`config.mk`:
```
export PLATFORM = sky130hd
export DESIGN_NAME = tlb_miss_arbiter_flat
export DESIGN_NICKNAME = d
export VERILOG_FILES = /design/src/rtl/tlb_miss_arbiter_pkg.sv /design/src/rtl/tlb_miss_arbiter_if.sv /design/src/rtl/tlb_miss_arbiter_rr_arbiter.sv /design/src/rtl/tlb_miss_arbiter.sv /design/src/flat_wrapper.sv
export SDC_FILE = /design/constraint.sdc
export NUM_CORES = 1
export LEC_CHECK = 0
export ABC_AREA = 1
export BUFFER_PORTS_ARGS = -buffer_cell sky130_fd_sc_hd__buf_2
export CAP_MARGIN = 10
export CORE_MARGIN = 4
export CORE_UTILIZATION = 30
export DETAILED_ROUTE_END_ITERATION = 10
export HOLD_SLACK_MARGIN = 0.02
export PLACE_DENSITY_LB_ADDON = 0.15
export RECOVER_POWER = 100
export SLEW_MARGIN = 20
export SYNTH_ARGS = -nofsm -noshare
export SYNTH_HDL_FRONTEND = slang
export SYNTH_SLANG_ARGS = --single-unit
export TNS_END_PERCENT = 100
```
`constraint.sdc`:
```
create_clock -name clk -period 3.95 [get_ports clk]
set_clock_uncertainty 0.05 [all_clocks]
set_input_delay 0.79 -clock clk [delete_from_list [all_inputs] [get_ports clk]]
set_output_delay 0.79 -clock clk [all_outputs]
set_load 0.1 [all_outputs]
```
`src/rtl/tlb_miss_arbiter_pkg.sv`:
```
//------------------------------------------------------------------------------
// tlb_miss_arbiter_pkg : shared types and constants for the TLB miss arbiter
// Revision: 1.0
//------------------------------------------------------------------------------
`default_nettype none

package tlb_miss_arbiter_pkg;

  localparam int VPN_W       = 20;
  // The TLB fill filter uses the same constant to recognise ifetch walks.
  localparam int RQID_IFETCH = 0;

  typedef enum logic [1:0] {
    SLOT_EMPTY   = 2'd0,
    SLOT_PENDING = 2'd1,
    SLOT_ISSUED  = 2'd2,
    SLOT_MERGED  = 2'd3
  } slot_state_t;

  typedef enum logic [1:0] {
    WK_IDLE  = 2'd0,
    WK_REQ   = 2'd1,
    WK_WAIT  = 2'd2,
    WK_DRAIN = 2'd3
  } walk_state_t;

endpackage

`default_nettype wire

```
`src/rtl/tlb_miss_arbiter_if.sv`:
```
//------------------------------------------------------------------------------
// tlb_miss_arbiter_if : request/result handshake between arbiter and page walker
// Revision: 1.0
//------------------------------------------------------------------------------
`default_nettype none

interface tlb_miss_arbiter_if
  import tlb_miss_arbiter_pkg::*;
#(
  parameter int ID_W = 2
) ();

  logic             req_valid;
  logic [VPN_W-1:0] req_vpn;
  logic [ID_W-1:0]  req_id;
  logic             req_ready;
  logic             res_valid;
  logic [ID_W-1:0]  res_id;
  logic             busy;

  modport master (
    output req_valid, req_vpn, req_id,
    input  req_ready, res_valid, res_id, busy
  );

  modport slave (
    input  req_valid, req_vpn, req_id,
    output req_ready, res_valid, res_id, busy
  );

endinterface

`default_nettype wire

```
`src/rtl/tlb_miss_arbiter_rr_arbiter.sv`:
```
//------------------------------------------------------------------------------
// tlb_miss_arbiter_rr_arbiter : combinational round-robin pick starting at ptr
// Revision: 1.0
//------------------------------------------------------------------------------
`default_nettype none

module tlb_miss_arbiter_rr_arbiter #(
  parameter int NUM_RQ = 3,
  parameter int ID_W   = $clog2(NUM_RQ)
) (
  input  logic [NUM_RQ-1:0] req,
  input  logic [ID_W-1:0]   ptr,
  output logic [NUM_RQ-1:0] grant,
  output logic              valid
);

  logic [ID_W-1:0] idx;

  always_comb begin
    grant = '0;
    valid = 1'b0;
    idx   = '0;
    for (int off = 0; off < NUM_RQ; off++) begin
      idx = ID_W'((int'(ptr) + off) % NUM_RQ);
      if (!valid && req[idx]) begin
        grant[idx] = 1'b1;
        valid      = 1'b1;
      end
    end
  end

endmodule

`default_nettype wire

```
`src/rtl/tlb_miss_arbiter.sv`:
```
//------------------------------------------------------------------------------
// tlb_miss_arbiter : per-requester miss slots, data-side merging, one walker
// Revision: 1.0
//------------------------------------------------------------------------------
`default_nettype none

module tlb_miss_arbiter
  import tlb_miss_arbiter_pkg::*;
#(
  parameter int NUM_RQ = 3,
  parameter int ID_W   = $clog2(NUM_RQ)
) (
  input  logic                    clk,
  input  logic                    rst,
  input  logic                    IN_clear,
  input  logic [NUM_RQ-1:0]       IN_missValid,
  input  logic [NUM_RQ*VPN_W-1:0] IN_missVpn,
  output logic [NUM_RQ-1:0]       OUT_slotBusy,
  output logic [NUM_RQ-1:0]       OUT_done,
  tlb_miss_arbiter_if.master      pw
);

  slot_state_t      slot_state     [NUM_RQ];
  slot_state_t      slot_state_nxt [NUM_RQ];
  logic [ID_W-1:0]  slot_link      [NUM_RQ];
  logic [ID_W-1:0]  slot_link_nxt  [NUM_RQ];
  logic [VPN_W-1:0] slot_vpn       [NUM_RQ];
  logic [VPN_W-1:0] slot_vpn_nxt   [NUM_RQ];

  walk_state_t      walk_state, walk_state_nxt;
  logic [ID_W-1:0]  cur_id, cur_id_nxt;
  logic [VPN_W-1:0] cur_vpn, cur_vpn_nxt;
  logic [ID_W-1:0]  rr_ptr, rr_ptr_nxt;
  logic [NUM_RQ-1:0] done_q, done_nxt;

  logic [NUM_RQ-1:0] pending;
  logic [NUM_RQ-1:0] grant;
  logic              grant_valid;
  logic [ID_W-1:0]   grant_idx;
  logic [NUM_RQ-1:0] complete;
  logic [NUM_RQ-1:0] captured;
  logic              res_hit;
  logic              match;
  logic [ID_W-1:0]   match_idx;
  logic [VPN_W-1:0]  vpn_i;

  always_comb begin
    for (int i = 0; i < NUM_RQ; i++) begin
      pending[i]      = (slot_state[i] == SLOT_PENDING);
      OUT_slotBusy[i] = (slot_state[i] != SLOT_EMPTY);
    end
  end

  tlb_miss_arbiter_rr_arbiter #(
    .NUM_RQ (NUM_RQ),
    .ID_W   (ID_W)
  ) u_rr_arbiter (
    .req   (pending),
    .ptr   (rr_ptr),
    .grant (grant),
    .valid (grant_valid)
  );

  always_comb begin
    grant_idx = '0;
    for (int i = 0; i < NUM_RQ; i++) begin
      if (grant[i]) grant_idx = ID_W'(i);
    end
  end

  assign res_hit = (walk_state == WK_WAIT) && pw.res_valid && (pw.res_id == cur_id);

  always_comb begin
    complete = '0;
    for (int i = 0; i < NUM_RQ; i++) begin
      if (res_hit && ((ID_W'(i) == cur_id) ||
                      (slot_state[i] == SLOT_MERGED && slot_link[i] == cur_id)))
        complete[i] = 1'b1;
    end
  end

  always_comb begin
    walk_state_nxt = walk_state;
    cur_id_nxt     = cur_id;
    cur_vpn_nxt    = cur_vpn;
    rr_ptr_nxt     = rr_ptr;
    done_nxt       = '0;
    captured       = '0;
    match          = 1'b0;
    match_idx      = '0;
    vpn_i          = '0;
    for (int i = 0; i < NUM_RQ; i++) begin
      slot_state_nxt[i] = slot_state[i];
      slot_link_nxt[i]  = slot_link[i];
      slot_vpn_nxt[i]   = slot_vpn[i];
    end

    if (IN_clear) begin
      // Flushed slots never signal done; an accepted request must be drained.
      for (int i = 0; i < NUM_RQ; i++) slot_state_nxt[i] = SLOT_EMPTY;
      case (walk_state)
        WK_REQ:   walk_state_nxt = pw.req_ready ? WK_DRAIN : WK_IDLE;
        WK_WAIT:  walk_state_nxt = WK_DRAIN;
        WK_DRAIN: walk_state_nxt = WK_DRAIN;
        default:  walk_state_nxt = WK_IDLE;
      endcase
    end else begin
      case (walk_state)
        WK_IDLE: begin
          if (grant_valid) begin
            cur_id_nxt                = grant_idx;
            cur_vpn_nxt               = slot_vpn[grant_idx];
            slot_state_nxt[grant_idx] = SLOT_ISSUED;
            rr_ptr_nxt     = (grant_idx == ID_W'(NUM_RQ - 1)) ? '0 : grant_idx + 1'b1;
            walk_state_nxt = WK_REQ;
          end
        end
        WK_REQ:   if (pw.req_ready) walk_state_nxt = WK_WAIT;
        WK_WAIT:  if (res_hit) walk_state_nxt = WK_IDLE;
        WK_DRAIN: if (!pw.busy && !pw.res_valid) walk_state_nxt = WK_IDLE;
        default:  walk_state_nxt = WK_IDLE;
      endcase

      done_nxt = complete;
      for (int i = 0; i < NUM_RQ; i++) begin
        if (complete[i]) slot_state_nxt[i] = SLOT_EMPTY;
      end

      // A slot finishing this cycle is not a merge target; lower-index
      // captures of the same cycle are, so same-cycle duplicates share a walk.
      for (int i = 0; i < NUM_RQ; i++) begin
        if (IN_missValid[i] && slot_state[i] == SLOT_EMPTY) begin
          vpn_i     = IN_missVpn[i*VPN_W +: VPN_W];
          match     = 1'b0;
          match_idx = '0;
          if (i != RQID_IFETCH) begin
            for (int k = NUM_RQ - 1; k > RQID_IFETCH; k--) begin
              if (k != i &&
                  (((slot_state[k] == SLOT_PENDING || slot_state[k] == SLOT_ISSUED) &&
                    !complete[k] && slot_vpn[k] == vpn_i) ||
                   (k < i && captured[k] && slot_state_nxt[k] == SLOT_PENDING &&
                    slot_vpn_nxt[k] == vpn_i))) begin
                match     = 1'b1;
                match_idx = ID_W'(k);
              end
            end
          end
          captured[i]       = 1'b1;
          slot_vpn_nxt[i]   = vpn_i;
          slot_link_nxt[i]  = match_idx;
          slot_state_nxt[i] = match ? SLOT_MERGED : SLOT_PENDING;
        end
      end
    end
  end

  always_ff @(posedge clk) begin
    if (rst) begin
      walk_state <= WK_IDLE;
      cur_id     <= '0;
      cur_vpn    <= '0;
      rr_ptr     <= '0;
      done_q     <= '0;
      for (int i = 0; i < NUM_RQ; i++) begin
        slot_state[i] <= SLOT_EMPTY;
        slot_link[i]  <= '0;
        slot_vpn[i]   <= '0;
      end
    end else begin
      walk_state <= walk_state_nxt;
      cur_id     <= cur_id_nxt;
      cur_vpn    <= cur_vpn_nxt;
      rr_ptr     <= rr_ptr_nxt;
      done_q     <= done_nxt;
      for (int i = 0; i < NUM_RQ; i++) begin
        slot_state[i] <= slot_state_nxt[i];
        slot_link[i]  <= slot_link_nxt[i];
        slot_vpn[i]   <= slot_vpn_nxt[i];
      end
    end
  end

  assign pw.req_valid = (walk_state == WK_REQ);
  assign pw.req_vpn   = cur_vpn;
  assign pw.req_id    = cur_id;
  assign OUT_done     = done_q;

endmodule

`default_nettype wire
```
`src/flat_wrapper.sv`:
```
// flat-port wrapper written by rule: the top's interface ports become plain ports
module tlb_miss_arbiter_flat import tlb_miss_arbiter_pkg::*;
#(
  parameter int NUM_RQ = 3,
  parameter int ID_W   = $clog2(NUM_RQ)
)
  (clk, rst, IN_clear, IN_missValid, IN_missVpn, OUT_slotBusy, OUT_done, pw_req_valid, pw_req_vpn, pw_req_id, pw_req_ready, pw_res_valid, pw_res_id, pw_busy);
  tlb_miss_arbiter_if #(.ID_W(ID_W)) pw_i ();
  input  logic clk;
  input  logic rst;
  input  logic IN_clear;
  input  logic [NUM_RQ-1:0] IN_missValid;
  input  logic [NUM_RQ*VPN_W-1:0] IN_missVpn;
  output logic [NUM_RQ-1:0] OUT_slotBusy;
  output logic [NUM_RQ-1:0] OUT_done;
  output wire logic [$bits(pw_i.req_valid)-1:0] pw_req_valid;
  output wire logic [$bits(pw_i.req_vpn)-1:0] pw_req_vpn;
  output wire logic [$bits(pw_i.req_id)-1:0] pw_req_id;
  input wire logic [$bits(pw_i.req_ready)-1:0] pw_req_ready;
  input wire logic [$bits(pw_i.res_valid)-1:0] pw_res_valid;
  input wire logic [$bits(pw_i.res_id)-1:0] pw_res_id;
  input wire logic [$bits(pw_i.busy)-1:0] pw_busy;
  assign pw_req_valid = pw_i.req_valid;
  assign pw_req_vpn = pw_i.req_vpn;
  assign pw_req_id = pw_i.req_id;
  assign pw_i.req_ready = pw_req_ready;
  assign pw_i.res_valid = pw_res_valid;
  assign pw_i.res_id = pw_res_id;
  assign pw_i.busy = pw_busy;
  tlb_miss_arbiter #(.NUM_RQ(NUM_RQ), .ID_W(ID_W)) u_core (.clk(clk), .rst(rst), .IN_clear(IN_clear), .IN_missValid(IN_missValid), .IN_missVpn(IN_missVpn), .OUT_slotBusy(OUT_slotBusy), .OUT_done(OUT_done), .pw(pw_i));
endmodule
```
==> results.md <==
- FF-to-FF End: u_core.pw.req_vpn[14]
- CTS tree: built
- Post-Route WL: 18,000 um
- Max-cap violations: 1
- Relative slew slack: -0.209
- Hold Fails Final Rpt: 0
- Initial Util: 0.308
- Unrepaired setup endpoints after global routing: false
- Status: finished, violations left
- Max Fanout on Critical Path: 15
- Drc violations: 0
- Gpl congestion: 0.846
- Syn. warnings: 0
- EDFF count, synth: 60
- Mapped Area: 5830 um2
- GRT busiest layer: met2
- WP data required: 3110 ps
- Slew Viols, Final: 82
- FFs w/ async S/R, synth: 0
- Design Area, Final: 6780 um2
- Critical path cell sequence: inv_1, ha_1, clkbuf_1, inv_1, clkbuf_1
- First-pass GRT wire length: 28,200 um
- Routing usage on met2: 0.297
- Setup_tns: 0 ps
- # port buffers: 99
- FF-to-FF path depth: 15
- GR Overflow Total: 0
- Reg-to-reg startpoint: u_core.rr_ptr[1]
- Register area share after synthesis: 0.433
- Detailed Place HPWL: 13,600 um
- Die width: 147 um
- Largest net degree at the start of global routing: 82
- Via-to-Cell Ratio: 4.46
- Violated checks: capacitance limit, slew limit
- Post-Syn Nets: 918
- Worst skew pair latency: 350 ps
- Clock Sink Count: 96
- Post-synthesis cell type count: 33
- Max Root-Sink Buffers: 2
- Hold buffers post-CTS: 0
- Vias: 5,322
- H-tree levels: 3
- CP startpoint kind: flip-flop
- Crit path arrival time: 2430 ps
- Clock-pin slew on the worst setup and hold paths: 70 ps
- Worst path depth: 5
- Worst Tran Pin Value: 1810 ps
- Post-CTS Setup Bufs: 0
- Vias in the first global route: 5,184
- Buf/Inv on CP: 4
- Grt met1 use: 0.207
- CP startpoint: u_core.slot_state[0][2]
- Critical path's slowest cell: clkbuf_1
- Final setup fails: 0
- IO Count: 100
- Post-route ant nets: 0
- Sequential Power Share: 0.325
- PwrDens: 610 nW/um2
- Worst path max stage delay: 870 ps
- Fin nets: 1,010
- Min Clock Period, post-route: 3270 ps
- Clock power share: 0.203
- Flop2flop setup slack: 800 ps
- Capture point of the worst path: OUT_slotBusy[1]
- DIE HEIGHT: 147 um
- Rows: 50
- Top FF cell, synth: edfxtp_1
- Kind of critical path: flip-flop to output port
- CTS root buf: clkbuf_16
- Layout area overhead: 16.4%
- FF+latch count, synth: 96
- Hold crit path type: flip-flop to flip-flop
- Drt wl/cell: 15.1 um
- Switching portion of total power: 0.494
- Met3 usage in global routing: 0.0361
- Cell internal pwr: 2.09 mW
- Total clock buffers created by CTS: 9
- Combinational fraction of design power: 0.472
- Initial antenna violation count: 0
- Sw power: 2.04 mW
- 1st-iter DRT viols: 311
- Crit. End Element: output port
- Gate Count Post-Synth: 836
- Leakage: 3.39 nW
- Worst vdd ir: 0.000321 V
- Post-CTS resize count: 0
- Average cell area after synthesis: 6.97 um2
- Antenna Cells: 0
- Crit path max-delay family: buffers and inverters
- Area after DPL: 6570 um2
- Tot GR Track Use: 0.168
- Die Footprint: 21,700 um2
- Drt pass-1 iters: 5
- Max Freq: 305 MHz
- Core Area: 18,900 um2
- Layout cells sized above 1: 0.114
- Tcrit/Tclk final: 0.829
==> layer usage <==
layer,wire (um),share of wire
met5,0,0
met4,277,0.015
met3,679,0.038
met2,9120,0.51
met1,7890,0.44
==> synthesized netlist by cell type, drive strengths merged, types with 3 or more instances <==
cell type	number	area (um2)
a21oi	45	225
buf	15	96.3
clkbuf	10	37.5
dfxtp	36	721
edfxtp	60	1800
ha	11	138
inv	140	528
nand2	252	972
nand3	82	410
nand4	9	56.3
nor2	129	516
nor3	3	15.0
o21ai	12	60.1
or2	8	50.1
xnor2	8	70.1
xor2	9	78.8
==> worst min path at each step <==
| stage | start | to | slack [ps] | cells after the start |
|---|---|---|---|---|
| 2_1_floorplan | u_core.slot_state[0][1] | u_core.slot_state[0][1] | 400 | 2 |
| 3_3_place_gp | u_core.slot_state[0][1] | u_core.slot_state[0][1] | 420 | 2 |
| 3_5_place_dp | u_core.slot_state[0][1] | u_core.slot_state[0][1] | 420 | 2 |
| 4_1_cts | u_core.slot_state[0][1] | u_core.slot_state[0][1] | 430 | 2 |
| 5_1_grt | u_core.slot_state[0][1] | u_core.slot_state[0][1] | 450 | 2 |
| 6_report | u_core.slot_state[0][1] | u_core.slot_state[0][1] | 430 | 2 |
==> layout make-up <==
cell class,instances,area (um2)
Clock buffer,10,229
Clock inverter,6,43.8
Fill cell,2122,12100
Inverter,142,536
Multi-Input combinational cell,573,2630
Sequential cell,96,2520
Tap cell,260,325
Timing Repair Buffer,106,493
==> logic make-up (layout without fill, tap and decap cells) <==
kind of cell	count (synthesis)	after routing	synth area share
buffers and inverters	167	264	0.115
XOR/XNOR	17	17	0.0256
AO/OA/AOI/OAI	62	62	0.0563
adder cells (fa/ha/maj)	11	11	0.0236
AND/OR/NAND/NOR	483	483	0.347
flip-flops	96	96	0.433
==> worst min-delay path, cell delays in order (launching register included) <==
cell and delay (ps):
dfxtp_1 310, inv_2 70, a21oi_1 60
==> power groups by stage <==
stage	sequential [mW]	combinational, mW	clock [mW]
3_5_place_dp	1.37	2.00	0
3_3_place_gp	1.37	2.00	0
6_report	1.35	1.95	0.838
5_1_grt	1.37	2.15	0.903
2_1_floorplan	1.84	1.11	0
4_1_cts	1.35	2.01	0.860
==> cell usage in the layout, fill, tap and decap left out, types with 2 or more instances in the layout <==
cell type | netlist | layout
nand2_1 | 249 | 249
inv_1 | 134 | 135
nor2_1 | 124 | 125
nand3_1 | 82 | 82
buf_2 | 8 | 69
edfxtp_1 | 60 | 60
a21oi_1 | 45 | 45
dfxtp_1 | 36 | 36
clkbuf_1 | 10 | 35
ha_1 | 11 | 11
xor2_1 | 9 | 9
nand4_1 | 9 | 9
clkbuf_16 | 0 | 9
or2_2 | 8 | 8
xnor2_1 | 8 | 8
o21ai_0 | 7 | 7
o21ai_1 | 5 | 5
inv_2 | 5 | 4
clkinv_1 | 2 | 3
nor3_1 | 3 | 3
clkinv_4 | 0 | 3
nor2_2 | 3 | 2
buf_4 | 6 | 2
==> flip-flops by register name (all words and copies together), names as in the netlist <==
| signal | cells |
|---|---|
| u_core.pw.req_vpn | 20 |
| u_core.slot_link | 2 |
| u_core.pw.req_id | 1 |
| u_core.rr_ptr | 2 |
| u_core.slot_state | 6 |
| u_core.OUT_done | 3 |
| u_core.slot_vpn | 60 |
| u_core.walk_state | 2 |
==> stage by stage <==
step	hold slack [ps]	worst slack, ps	utilization	total power, mW	instances
6_report	430	676	0.359	4.14	1193
4_1_cts	431	1110	0.362	4.22	1193
3_5_place_dp	422	1130	0.348	3.37	1177
3_3_place_gp	422	1140	0.348	3.37	1177
5_1_grt	451	493	0.359	4.42	1193
2_1_floorplan	398	1040	-	2.95	836
(Power assumes the default switching activity.)
